===== src/rtl/timer_out_ctrl_n.sv =====
`default_nettype none
// ============================================================================
//  Module   : timer_out_ctrl_n
//  Purpose  : Registered output and interrupt control for an N-channel 8-bit
//             timer bank. Per channel it owns the compare-match / overflow
//             status flags and their interrupt requests, drives the TMO pin
//             from compare-match events, builds the counter-clear request
//             (including a synchronised external TMRI reset) and contributes
//             to a shared ADC trigger pulse.
//  Ports    : clk, rst              - clock, asynchronous active-high reset
//             tmri[N]               - external counter-reset pins (async)
//             tcr/tccr/tcsr[N*BW]   - per-channel control registers
//             compare_match_a/b[N], overflow[N]        - event strobes
//             flag_clr_cmfa/cmfb/ovf[N]                - flag clear strobes
//             cmfa/cmfb/ovf[N]      - status flags
//             cmia/cmib/ovi[N]      - interrupt requests
//             counter_clear[N]      - counter clear request (combinational)
//             tmo[N]                - timer output pins
//             adc_request           - ADC start pulse
//             clock_select[N*CSW]   - {CKS2..0, ICKS1..0} per channel
//  Revision : 1.0 - initial release
// ============================================================================
module timer_out_ctrl_n #(
  parameter int                NUM_CH               = 2,
  parameter int                BIT_WIDTH            = 8,
  parameter int                CLK_SELECT_BIT_WIDTH = 5,
  parameter logic [NUM_CH-1:0] TMO_INIT             = '0
) (
  input  logic                                   clk,
  input  logic                                   rst,
  input  logic [NUM_CH-1:0]                      tmri,
  input  logic [NUM_CH*BIT_WIDTH-1:0]            tcr,
  input  logic [NUM_CH*BIT_WIDTH-1:0]            tccr,
  input  logic [NUM_CH*BIT_WIDTH-1:0]            tcsr,
  input  logic [NUM_CH-1:0]                      compare_match_a,
  input  logic [NUM_CH-1:0]                      compare_match_b,
  input  logic [NUM_CH-1:0]                      overflow,
  input  logic [NUM_CH-1:0]                      flag_clr_cmfa,
  input  logic [NUM_CH-1:0]                      flag_clr_cmfb,
  input  logic [NUM_CH-1:0]                      flag_clr_ovf,
  output logic [NUM_CH-1:0]                      cmfa,
  output logic [NUM_CH-1:0]                      cmfb,
  output logic [NUM_CH-1:0]                      ovf,
  output logic [NUM_CH-1:0]                      cmia,
  output logic [NUM_CH-1:0]                      cmib,
  output logic [NUM_CH-1:0]                      ovi,
  output logic [NUM_CH-1:0]                      counter_clear,
  output logic [NUM_CH-1:0]                      tmo,
  output logic                                   adc_request,
  output logic [NUM_CH*CLK_SELECT_BIT_WIDTH-1:0] clock_select
);

  localparam logic [1:0] c_ACT_HOLD   = 2'b00;
  localparam logic [1:0] c_ACT_LOW    = 2'b01;
  localparam logic [1:0] c_ACT_HIGH   = 2'b10;
  localparam logic [1:0] c_ACT_TOGGLE = 2'b11;

  logic [NUM_CH-1:0] w_adc_hit;
  logic              r_adc;

  genvar gi;
  generate
    for (gi = 0; gi < NUM_CH; gi++) begin : g_ch
      logic [BIT_WIDTH-1:0] w_tcr;
      logic [BIT_WIDTH-1:0] w_tccr;
      logic [BIT_WIDTH-1:0] w_tcsr;
      logic [1:0]           w_act;
      logic                 w_ext_clr;
      logic                 w_unused;
      logic                 r_cmfa;
      logic                 r_cmfb;
      logic                 r_ovf;
      logic                 r_tmo;
      logic                 r_s1;
      logic                 r_s2;
      logic                 r_s3;

      assign w_tcr  = tcr [gi*BIT_WIDTH +: BIT_WIDTH];
      assign w_tccr = tccr[gi*BIT_WIDTH +: BIT_WIDTH];
      assign w_tcsr = tcsr[gi*BIT_WIDTH +: BIT_WIDTH];

      // Control bits that this block does not consume.
      assign w_unused = ^{w_tccr[BIT_WIDTH-1:4], w_tccr[2], w_tcsr[BIT_WIDTH-1:5]};

      // B takes priority only when it actually asks for something; a B match
      // with a "hold" action must not mask a simultaneous A action.
      always_comb begin
        w_act = c_ACT_HOLD;
        if (compare_match_b[gi] && (w_tcsr[3:2] != c_ACT_HOLD)) begin
          w_act = w_tcsr[3:2];
        end else if (compare_match_a[gi]) begin
          w_act = w_tcsr[1:0];
        end
      end

      // TMRIS selects level clear (s2) or rising-edge pulse (s2 & ~s3).
      assign w_ext_clr = w_tccr[3] ? r_s2 : (r_s2 & ~r_s3);

      always_comb begin
        case (w_tcr[4:3])
          2'b01:   counter_clear[gi] = compare_match_a[gi];
          2'b10:   counter_clear[gi] = compare_match_b[gi];
          2'b11:   counter_clear[gi] = w_ext_clr;
          default: counter_clear[gi] = 1'b0;
        endcase
      end

      always_ff @(posedge clk or posedge rst) begin
        if (rst) begin
          r_cmfa <= 1'b0;
          r_cmfb <= 1'b0;
          r_ovf  <= 1'b0;
          r_tmo  <= TMO_INIT[gi];
          r_s1   <= 1'b0;
          r_s2   <= 1'b0;
          r_s3   <= 1'b0;
        end else begin
          // Event set dominates a same-cycle clear.
          if (compare_match_a[gi])    r_cmfa <= 1'b1;
          else if (flag_clr_cmfa[gi]) r_cmfa <= 1'b0;
          if (compare_match_b[gi])    r_cmfb <= 1'b1;
          else if (flag_clr_cmfb[gi]) r_cmfb <= 1'b0;
          if (overflow[gi])           r_ovf  <= 1'b1;
          else if (flag_clr_ovf[gi])  r_ovf  <= 1'b0;

          case (w_act)
            c_ACT_LOW:    r_tmo <= 1'b0;
            c_ACT_HIGH:   r_tmo <= 1'b1;
            c_ACT_TOGGLE: r_tmo <= ~r_tmo;
            default:      r_tmo <= r_tmo;
          endcase

          r_s1 <= tmri[gi];
          r_s2 <= r_s1;
          r_s3 <= r_s2;
        end
      end

      assign cmfa[gi] = r_cmfa;
      assign cmfb[gi] = r_cmfb;
      assign ovf[gi]  = r_ovf;
      assign cmia[gi] = r_cmfa & w_tcr[6];
      assign cmib[gi] = r_cmfb & w_tcr[7];
      assign ovi[gi]  = r_ovf  & w_tcr[5];
      assign tmo[gi]  = r_tmo;

      assign w_adc_hit[gi] = w_tcsr[4] & compare_match_a[gi];

      assign clock_select[gi*CLK_SELECT_BIT_WIDTH +: CLK_SELECT_BIT_WIDTH] =
        {w_tcr[2:0], w_tccr[1:0]};
    end
  endgenerate

  always_ff @(posedge clk or posedge rst) begin
    if (rst) r_adc <= 1'b0;
    else     r_adc <= |w_adc_hit;
  end

  assign adc_request = r_adc;

endmodule
`default_nettype wire


===== config.mk =====
export PLATFORM = sky130hd
export DESIGN_NAME = timer_out_ctrl_n
export DESIGN_NICKNAME = d
export VERILOG_FILES = /design/src/rtl/timer_out_ctrl_n.sv
export SDC_FILE = /design/constraint.sdc
export NUM_CORES = 1
export LEC_CHECK = 0
export BUFFER_PORTS_ARGS = -buffer_cell sky130_fd_sc_hd__buf_2
export CAP_MARGIN = 20
export CORE_AREA = 2 2 52 59
export DETAILED_ROUTE_END_ITERATION = 8
export DIE_AREA = 0 0 54 61
export PLACE_DENSITY = 0.73
export SLEW_MARGIN = 20
export SYNTH_ARGS = -nofsm -noshare
export SYNTH_HDL_FRONTEND = slang
export SYNTH_SLANG_ARGS = --single-unit

===== constraint.sdc =====
create_clock -name clk -period 0.85 [get_ports clk]
set_clock_uncertainty 0.05 [all_clocks]
set_input_delay 0.1275 -clock clk [delete_from_list [all_inputs] [get_ports clk]]
set_output_delay 0.1275 -clock clk [all_outputs]
set_load 0.005 [all_outputs]

==> results of run 1 <==
==> final cells by class <==
| cell class | count | area share |
|---|---|---|
| Inverter | 7 | 0.02236 |
| Multi-Input combinational cell | 33 | 0.1960 |
| Timing Repair Buffer | 71 | 0.4047 |
| Sequential cell | 15 | 0.3195 |
| Tap cell | 33 | 0.03514 |
| Clock buffer | 4 | 0.02236 |
==> synth_stat cells <==
cell type and number:
a31oi_1 3, a32o_1 1, buf_4 18, nand2_1 3, a21o_1 5, inv_1 7, a21oi_1 5, nand2b_1 4
a32oi_2 1, nor2b_1 1, a21o_2 1, nand3_1 1, a22o_2 1, a31o_1 1, and2_1 6, dfrtp_1 15
==> final timing paths <==
kind | from | to | slack (ns) | depth (start not counted)
min | tcsr[4] | adc_request$_DFF_PP0_ | 0.03 | 2
min in group asynchronous | rst | g_ch[1].r_s3$_DFF_PP0_ | 0.34 | 4
max in group asynchronous | rst | g_ch[0].r_s1$_DFF_PP0_ | 0.30 | 4
min reg2reg | g_ch[1].r_s1$_DFF_PP0_ | g_ch[1].r_s2$_DFF_PP0_ | 0.30 | 0
max reg2reg | g_ch[1].r_tmo$_DFFE_PP0P_ | g_ch[1].r_tmo$_DFFE_PP0P_ | -0.10 | 3
max | g_ch[1].r_s3$_DFF_PP0_ | counter_clear[1] | -0.39 | 4
==> flip-flops by register name, indices dropped and copies added, names as in the netlist <==
register / flops
g_ch.r_s1: 2
g_ch.r_s2: 2
g_ch.r_s3: 2
adc_request: 1
g_ch.r_cmfb: 2
g_ch.r_tmo: 2
g_ch.r_ovf: 2
g_ch.r_cmfa: 2
==> report_power, final <==
group / internal [mW] / switching (mW)
Clock: 0.182 / 0.219
Sequential: 0.766 / 0.0316
Combinational: 0.274 / 0.148
Total: 1.22 / 0.398
==> metrics by stage <==
stage	total power, mW	setup WS [ns]	util	setup TNS (ns)
after floorplan	1.014	-0.04403	-	-0.04403
final	1.620	-0.3875	0.4347	-4.053
after detailed placement	1.125	-0.1208	0.3556	-0.3481
after CTS	1.632	-0.4124	0.4194	-4.356
after global placement	1.106	-0.06797	0.3556	-0.1837
after global routing	1.756	-0.5411	0.4347	-5.511
==> logic make-up after synthesis <==
logic type / share of synthesized area
buf+inv: 0.2132
flops: 0.4959
compound gates: 0.1785
simple gates: 0.1124
==> per-layer routing <==
metal | vias up | share of wire
li1 | 336 | -
met1 | 333 | 0.34
met2 | 38 | 0.56
met3 | 4 | 0.084
met4 | 0 | 0.0067
met5 | - | 0
==> repair_timing <==
item,4_1_cts,5_1_grt
setup buffers,7,2
resized for setup,7,5
pin swaps,11,3
endpoints found under the hold margin,20,1
setup endpoints to repair,19,22
hold buffers,6,1
==> impl_metrics.csv, run 1 <==
group,metric,value,unit
outcome,status,"finished, violations left",
outcome,violations,"negative setup slack",
min_path,hp-class,"in -> reg",
sta,fin_crit,1.238,ns
grt,antenna_found_initial,0,
synth,synth_cell_types,16,
final_layout,layout_commonest_cell,"buf_2",
detailed_routing,dr.pass1.iters,4,
placement,gp_congestion,0.6769,
detailed_routing,num_vias,711,
sta,rsz0062_at_grt,"true",
grt,use_met3,0.05665,
cts,cts_tree,"done",
critical_path,path_max_fanout,1,
synth,synthCells,73,
placement,placed_area,960.9,um2
floorplanning,io-pin-count,91,
final_layout,regArea,375.4,um2
critical_path,slowest_stage,"dfrtp_1",
sta,slew_violations,0,
placement,io_buffers,54,
detailed_routing,wl,1783,um
critical_path,worstPathCellList,"nand2b_1, a31oi_1, a21oi_1, buf_2",
synth,synth_nets,137,
floorplanning,die_area,3294,um2
cts,tritoncts.num_buffers,3,
final_layout,final_area,1175,um2
grt,grt_overflow_total,0,
detailed_routing,viasPerCell,4.362,
floorplanning,die_w,54,um
final_layout,mostFrequentLayoutCells,"50 x buf_2, 15 x dfrtp_1, 10 x buf_6",
sta,whs,0.02780,ns
final_layout,syn2layout_area_growth,55.21,%
final_layout,diodes,0,
final_layout,multiInputGateArea,230.2,um2
grt,met1_usage,0.1164,
detailed_routing,drtIter0Drc,6,
cts,clkSinkCount,15,
power_and_ir_drop,vdd_drop_max,1.075,mV
critical_path,critical_path.max_stage_delay,0.38,ns
final_layout,drive_above_1_share,0.5538,
final_layout,finalNonFillerCells,163,
sta,layout_setup_ws,-0.3875,ns
synth,synth_warnings,0,
synth,synth_top_cells_by_area,"dfrtp_1 50%, buf_4 18%, a21o_1 5.0%",
synth,netlist_area,757.0,um2
power_and_ir_drop,p_leak,0.6318,nW
detailed_routing,drc_errors,0,
synth,syn_area_per_cell,10.37,um2
critical_path,crit_type,"reg -> out",
placement,hpwl,1348,um
cts,h-tree-depth,1,
floorplanning,std_cell_rows,20,
critical_path,arrival,1.06,ns
floorplanning,core,2703,um2
sta,relSlewSlack,0.9051,
detailed_routing,antenna_left,0,
cts,cts_buffer_depth,2,
final_layout,fillers,260,
sta,fmax,808.1,MHz
critical_path,critPathLaunchType,"flop",
critical_path,critical_path.top_delay_family,"flip-flops",
sta,period_share,1.456,
synth,ys_seq_elements,15,
floorplanning,start_util,0.2801,
grt,grt_max_degree,16,
synth,ys_seq_area_frac,0.4959,
critical_path,critPathCaptureType,"output pin",
floorplanning,die_h,61,um
sta,hold_violations,0,
sta,worst_pin_slew,0.1417,ns
cts,clkLatencyLatePin,0.28,ns
grt,grt_busiest_layer,"met2",
synth,yosysTopAreaCell,"dfrtp_1",
cts,clkSlewWorstSetupHoldPaths,0.09,ns
grt,grtUsageMet2,0.2352,
critical_path,cp_num_buf_inv,1,
grt,grt_first_pass_wirelength,2822,um
detailed_routing,wl_per_cell,10.94,um
placement,dp.cells,144,
synth,yosysTopAreaCellShare,0.4959,
power_and_ir_drop,p_per_area,1379,nW/um2
critical_path,cp.required,0.67,ns
sta,finalSetupViolCount,22,
final_layout,final_nets,195,
grt,grt.total_usage,0.1196,
flow_run,cap_violations,0,
grt,first_global_vias,720,
cts,cts_root_buffer,"clkbuf_4",
(Power assumes the default switching activity.)
==> run 2, diff against run 1 <==
--- a/config.mk
+++ b/config.mk
@@ -5,11 +5,12 @@
 export SDC_FILE = /design/constraint.sdc
 export NUM_CORES = 1
 export LEC_CHECK = 0
+export ABC_AREA = 1
 export BUFFER_PORTS_ARGS = -buffer_cell sky130_fd_sc_hd__buf_2
 export CAP_MARGIN = 20
-export CORE_AREA = 2 2 52 59
+export CORE_AREA = 2 2 53 60
 export DETAILED_ROUTE_END_ITERATION = 8
-export DIE_AREA = 0 0 54 61
+export DIE_AREA = 0 0 55 62
 export PLACE_DENSITY = 0.73
 export SLEW_MARGIN = 20
 export SYNTH_ARGS = -nofsm -noshare
==> impl_metrics.csv, run 2 <==
group,metric,value,unit
outcome,status,"finished, violations left",
outcome,violations,"negative setup slack",
cts,h-tree-depth,1,
synth,synth_flop_cell,"dfrtp_1",
synth,synth_top_cells_by_area,"dfrtp_1 46%, buf_4 17%, nand2_1 14%",
grt,grt.total_usage,0.1060,
cts,clkSinkCount,15,
critical_path,critPathCaptureType,"output pin",
critical_path,arrival,0.99,ns
synth,synth_common_cells,"30 x nand2_1, 25 x inv_1, 18 x buf_4",
critical_path,rrSetupSlack,-0.07,ns
grt,grt_overflow_total,0,
grt,grt_first_pass_wirelength,2525,um
detailed_routing,drc_errors,0,
final_layout,final_area,1190,um2
placement,dp.cells,175,
sta,layout_setup_ws,-0.3206,ns
final_layout,final_util,0.4117,
min_path,hold_path_end,"adc_request$_DFF_PP0_",
floorplanning,die_h,62,um
synth,netlist_area,814.5,um2
sta,slew_violations,0,
floorplanning,die_w,55,um
critical_path,path_max_fanout,1,
final_layout,layout_commonest_cell,"buf_2",
min_path,hp-class,"in -> reg",
detailed_routing,antenna_left,0,
critical_path,crit_type,"reg -> out",
detailed_routing,dr.pass1.iters,4,
final_layout,fillers,315,
sta,worst_pin_slew,0.2002,ns
final_layout,diodes,0,
synth,synth_most_common_cell,"nand2_1",
placement,gp_congestion,0.6172,
placement,place_ws,-0.01577,ns
placement,hpwl,1236,um
critical_path,critPathLaunchType,"flop",
sta,fmax,854.3,MHz
final_layout,final_nets,226,
grt,first_global_vias,659,
critical_path,worstReg2RegEnd,"g_ch[0].r_cmfb$_DFFE_PP0P_",
flow_run,cap_violations,0,
min_path,min_from,"tcsr[4]",
power_and_ir_drop,p_per_area,1343,nW/um2
detailed_routing,viasPerCell,3.949,
final_layout,drive_above_1_share,0.4348,
sta,relSlewSlack,0.8666,
detailed_routing,drtIter0Drc,6,
cts,tritoncts.num_buffers,3,
synth,synthCells,103,
placement,placed_area,1007,um2
sta,finalSetupViolCount,19,
sta,period_share,1.377,
sta,hold_violations,0,
floorplanning,die_area,3410,um2
cts,cts_buffer_depth,2,
synth,synth_edf_count,0,
final_layout,syn2layout_area_growth,46.08,%
floorplanning,core,2890,um2
critical_path,reg2reg_from,"g_ch[0].r_cmfb$_DFFE_PP0P_",
sta,finalSetupTns,-3.126,ns
sta,fin_crit,1.171,ns
sta,whs,0.01560,ns
floorplanning,io-pin-count,91,
cts,cts_root_buffer,"clkbuf_4",
detailed_routing,wl,1681,um
power_and_ir_drop,p_leak,0.7532,nW
cts,clkSlewWorstSetupHoldPaths,0.09,ns
critical_path,cp.required,0.67,ns
synth,ys_seq_elements,15,
synth,yosysTopAreaCell,"dfrtp_1",
power_and_ir_drop,power,1.598,mW
floorplanning,std_cell_rows,21,
detailed_routing,wl_per_cell,8.621,um
min_path,hold_path_depth,2,
grt,grt_max_degree,16,
cts,cts_tree,"done",
detailed_routing,num_vias,770,
power_and_ir_drop,vdd_drop_max,0.9162,mV
synth,syn_area_per_cell,7.908,um2
cts,clkLatencyLatePin,0.28,ns
floorplanning,start_util,0.2818,
synth,synth_warnings,0,
synth,synthArstFlopShare,1.000,
sta,rsz0062_at_grt,"true",
final_layout,finalNonFillerCells,195,
synth,yosysTopAreaCellShare,0.4608,
critical_path,rr_worst_depth,4,
synth,ys_seq_area_frac,0.4608,
final_layout,mostFrequentLayoutCells,"54 x buf_2, 30 x nand2_1, 23 x inv_1",
grt,antenna_found_initial,0,
synth,synth_nets,167,
synth,synth_cell_types,9,
placement,io_buffers,54,
## run 2: cell types whose count changed in the layout (fill, tap and decap cells not counted), moves of 4 or more
| cell | previous run | this run |
|---|---|---|
| buf_6 | 10 | 2 |
| and2_1 | 5 | 0 |
| buf_2 | 50 | 54 |
| dlygate4sd3_1 | 7 | 11 |
| a21o_1 | 5 | 0 |
| nand2_1 | 3 | 30 |
| o21bai_1 | 0 | 4 |
| a21oi_1 | 5 | 0 |
| inv_1 | 7 | 23 |
| nand3_1 | 1 | 6 |
## run 2: worst max-delay path: stages, from the launching register on
cell and delay, ns:
dfrtp_1 0.38, nand2_1 0.06, nand2_1 0.05, a21oi_2 0.10, buf_2 0.12
## run 2: final cells by class
class                      count  area (um2)  share of cell area
inverter                      25       93.84             0.07886
tap                           34       42.54             0.03575
timing repair buffer          72       440.4              0.3701
sequential                    15       375.4              0.3155
clock inverter                 1       5.005            0.004206
clock buffer                   3       22.52             0.01893
multi-input combinational     45       210.2              0.1767
## run 2: cells by family (layout without fill, tap and decap cells)
kind of cell | count (synthesis) | in the layout | share of synthesized area
compound gates | 9 | 9 | 0.08296
buf+inv | 43 | 101 | 0.2811
flops | 15 | 15 | 0.4608
simple gates | 36 | 36 | 0.1751
## run 2: repair_timing
item | CTS | global route
resized for setup | 0 | 4
pin swaps | 2 | 3
hold buffers | 11 | 0
endpoints found under the setup margin | 17 | 19
endpoints found under the hold margin | 23 | 0
buffers inserted | 3 | 2
## run 2: how the worst max path moves through the flow
stage | from | endpoint | slack (ns) | depth (start not counted)
final | g_ch[1].r_s3$_DFF_PP0_ | counter_clear[1] | -0.32 | 4
after global routing | g_ch[1].r_s3$_DFF_PP0_ | counter_clear[1] | -0.42 | 4
after CTS | g_ch[1].r_s3$_DFF_PP0_ | counter_clear[1] | -0.36 | 4
after detailed placement | g_ch[1].r_s3$_DFF_PP0_ | counter_clear[1] | -0.02 | 4
after global placement | g_ch[1].r_s3$_DFF_PP0_ | counter_clear[1] | -0.02 | 4
after floorplan | g_ch[0].r_s3$_DFF_PP0_ | counter_clear[0] | 0.11 | 3
## run 2: power breakdown
group	switching, mW	total, mW	internal, mW
Combinational	0.162	0.400	0.237
Clock	0.228	0.403	0.174
Sequential	0.0292	0.795	0.766
Total	0.420	1.60	1.18
## run 2: per-layer routing
layer  up-vias  global-route usage  wire [um]
met3         0             0.03110        160
met5         -                   0          0
met2        33              0.1820        832
met4         0             0.05575          0
met1       335              0.1173        688
li1        402                   -          -
==> run 3, diff against run 2 <==
--- a/config.mk
+++ b/config.mk
@@ -11,7 +11,7 @@
 export CORE_AREA = 2 2 53 60
 export DETAILED_ROUTE_END_ITERATION = 8
 export DIE_AREA = 0 0 55 62
-export PLACE_DENSITY = 0.73
+export PLACE_DENSITY = 0.77
 export SLEW_MARGIN = 20
 export SYNTH_ARGS = -nofsm -noshare
 export SYNTH_HDL_FRONTEND = slang
==> impl_metrics.csv, run 3 (synthesis gave the netlist of run 2 again) <==
group,metric,value,unit
critical_path,worstReg2RegEnd,"g_ch[1].r_tmo$_DFFE_PP0P_",
sta,period_share,1.378,
sta,finalSetupViolCount,19,
cts,h-tree-depth,1,
cts,cts_root_buffer,"clkbuf_4",
sta,whs,0.01674,ns
final_layout,syn2layout_area_growth,48.23,%
cts,cts_buffer_depth,2,
grt,grt_max_degree,16,
sta,layout_setup_ws,-0.3217,ns
critical_path,crit_type,"reg -> out",
sta,hold_violations,0,
critical_path,worstPathCellList,"nand2_1, nand2_1, a21oi_2, buf_2",
grt,grt_busiest_layer,"met2",
placement,gp_congestion,0.6271,
detailed_routing,drc_errors,0,
cts,clkLatencyLatePin,0.28,ns
critical_path,cp_num_buf_inv,1,
sta,fin_crit,1.172,ns
cts,clkSlewWorstSetupHoldPaths,0.09,ns
placement,io_buffers,54,
sta,worst_pin_slew,0.1993,ns
final_layout,diodes,0,
detailed_routing,viasPerCell,3.868,
power_and_ir_drop,p_leak,0.7606,nW
cts,tritoncts.num_buffers,3,
floorplanning,core,2890,um2
critical_path,critical_path.top_delay_family,"flip-flops",
critical_path,critPathLaunchType,"flop",
min_path,hold_path_end,"g_ch[0].r_tmo$_DFFE_PP0P_",
grt,grt_overflow_total,0,
sta,slew_violations,0,
sta,fmax,853.5,MHz
grt,use_met3,0.04545,
grt,grt.total_usage,0.1037,
critical_path,critPathCaptureType,"output pin",
critical_path,rrSetupSlack,0,ns
grt,met1_usage,0.1086,
min_path,hp-class,"in -> reg",
critical_path,cp.required,0.67,ns
power_and_ir_drop,p_per_area,1332,nW/um2
cts,cts_tree,"done",
critical_path,critical_path.max_stage_delay,0.37,ns
sta,rsz0062_at_grt,"true",
outcome,violations,"negative setup slack",
critical_path,rr_worst_depth,5,
detailed_routing,antenna_left,0,
outcome,status,"finished, violations left",
grt,grtUsageMet2,0.1735,
floorplanning,io-pin-count,91,
placement,place_ws,-0.02880,ns
final_layout,drive_above_1_share,0.4417,
detailed_routing,wl_per_cell,8.589,um
flow_run,cap_violations,0,
detailed_routing,wl,1692,um
final_layout,final_nets,228,
cts,clkSinkCount,15,
final_layout,fillers,315,
sta,relSlewSlack,0.8671,
critical_path,path_max_fanout,1,
critical_path,slowest_stage,"dfrtp_1",
grt,grt_first_pass_wirelength,2408,um
floorplanning,die_area,3410,um2
grt,antenna_found_initial,0,
final_layout,mostFrequentLayoutCells,"54 x buf_2, 30 x nand2_1, 22 x inv_1",
floorplanning,die_h,62,um
floorplanning,std_cell_rows,21,
min_path,hold_path_depth,3,
critical_path,cpMostUsedCell,"nand2_1",
critical_path,arrival,0.99,ns
detailed_routing,num_vias,762,
grt,first_global_vias,623,
final_layout,layout_commonest_cell,"buf_2",
critical_path,reg2reg_from,"g_ch[1].r_tmo$_DFFE_PP0P_",
min_path,min_from,"tcsr[3]",
detailed_routing,dr.pass1.iters,4,
placement,hpwl,1252,um
floorplanning,die_w,55,um
floorplanning,start_util,0.2818,
power_and_ir_drop,vdd_drop_max,0.6932,mV
power_and_ir_drop,power,1.608,mW
detailed_routing,drtIter0Drc,8,
run 3: worst max-delay path by stage:
| stage | slack, ns | end | start | depth (start not counted) |
|---|---|---|---|---|
| 5_1_grt | -0.43 | counter_clear[1] | g_ch[1].r_s3$_DFF_PP0_ | 4 |
| 2_1_floorplan | 0.11 | counter_clear[0] | g_ch[0].r_s3$_DFF_PP0_ | 3 |
| 6_report | -0.32 | counter_clear[1] | g_ch[1].r_s3$_DFF_PP0_ | 4 |
| 4_1_cts | -0.36 | counter_clear[1] | g_ch[1].r_s3$_DFF_PP0_ | 4 |
| 3_5_place_dp | -0.03 | counter_clear[1] | g_ch[1].r_s3$_DFF_PP0_ | 4 |
| 3_3_place_gp | -0.02 | counter_clear[1] | g_ch[1].r_s3$_DFF_PP0_ | 4 |
run 3: repair_timing:
item	4_1_cts	5_1_grt
buffers inserted	4	2
gates resized for setup	0	6
hold buffers	12	0
endpoints found under the setup margin	17	20
gates cloned	0	0
endpoints found under the hold margin	24	0
pin swaps	2	4
run 3: power by group:
group	internal [mW]	total (mW)	switching [mW]	leakage (nW)
combinational	0.244	0.408	0.165	0.574
clock	0.174	0.405	0.230	0.0177
sequential	0.766	0.795	0.0290	0.169
run 3: per-layer routing:
metal / vias up / routed length (um)
met5: - / 0
met4: 0 / 6
met3: 2 / 174
met2: 32 / 817
met1: 326 / 693
li1: 402 / -
run 3: area by class of cell:
type / instances / area, um2 / area share
Clock buffer: 3 / 22.52 / 0.01865
Sequential cell: 15 / 375.4 / 0.3109
Timing Repair Buffer: 74 / 457.9 / 0.3793
Clock inverter: 1 / 5.005 / 0.004145
Inverter: 25 / 93.84 / 0.07772
Multi-Input combinational cell: 45 / 210.2 / 0.1741
Tap cell: 34 / 42.54 / 0.03523
run 3: worst min-delay path, stage by stage:
cell,delay [ns]
buf_2,0.07
nand3_1,0.06
nand2_1,0.05
run 3: through the flow:
stage | utilization | cell area, um2 | instances | TNS [ns]
after floorplan | - | 814.5 | 103 | 0
after global placement | 0.3511 | 1015 | 176 | -0.01643
after detailed placement | 0.3511 | 1015 | 176 | -0.03063
after CTS | 0.4126 | 1192 | 196 | -3.445
after global routing | 0.4177 | 1207 | 197 | -4.452
final | 0.4177 | 1207 | 197 | -3.079
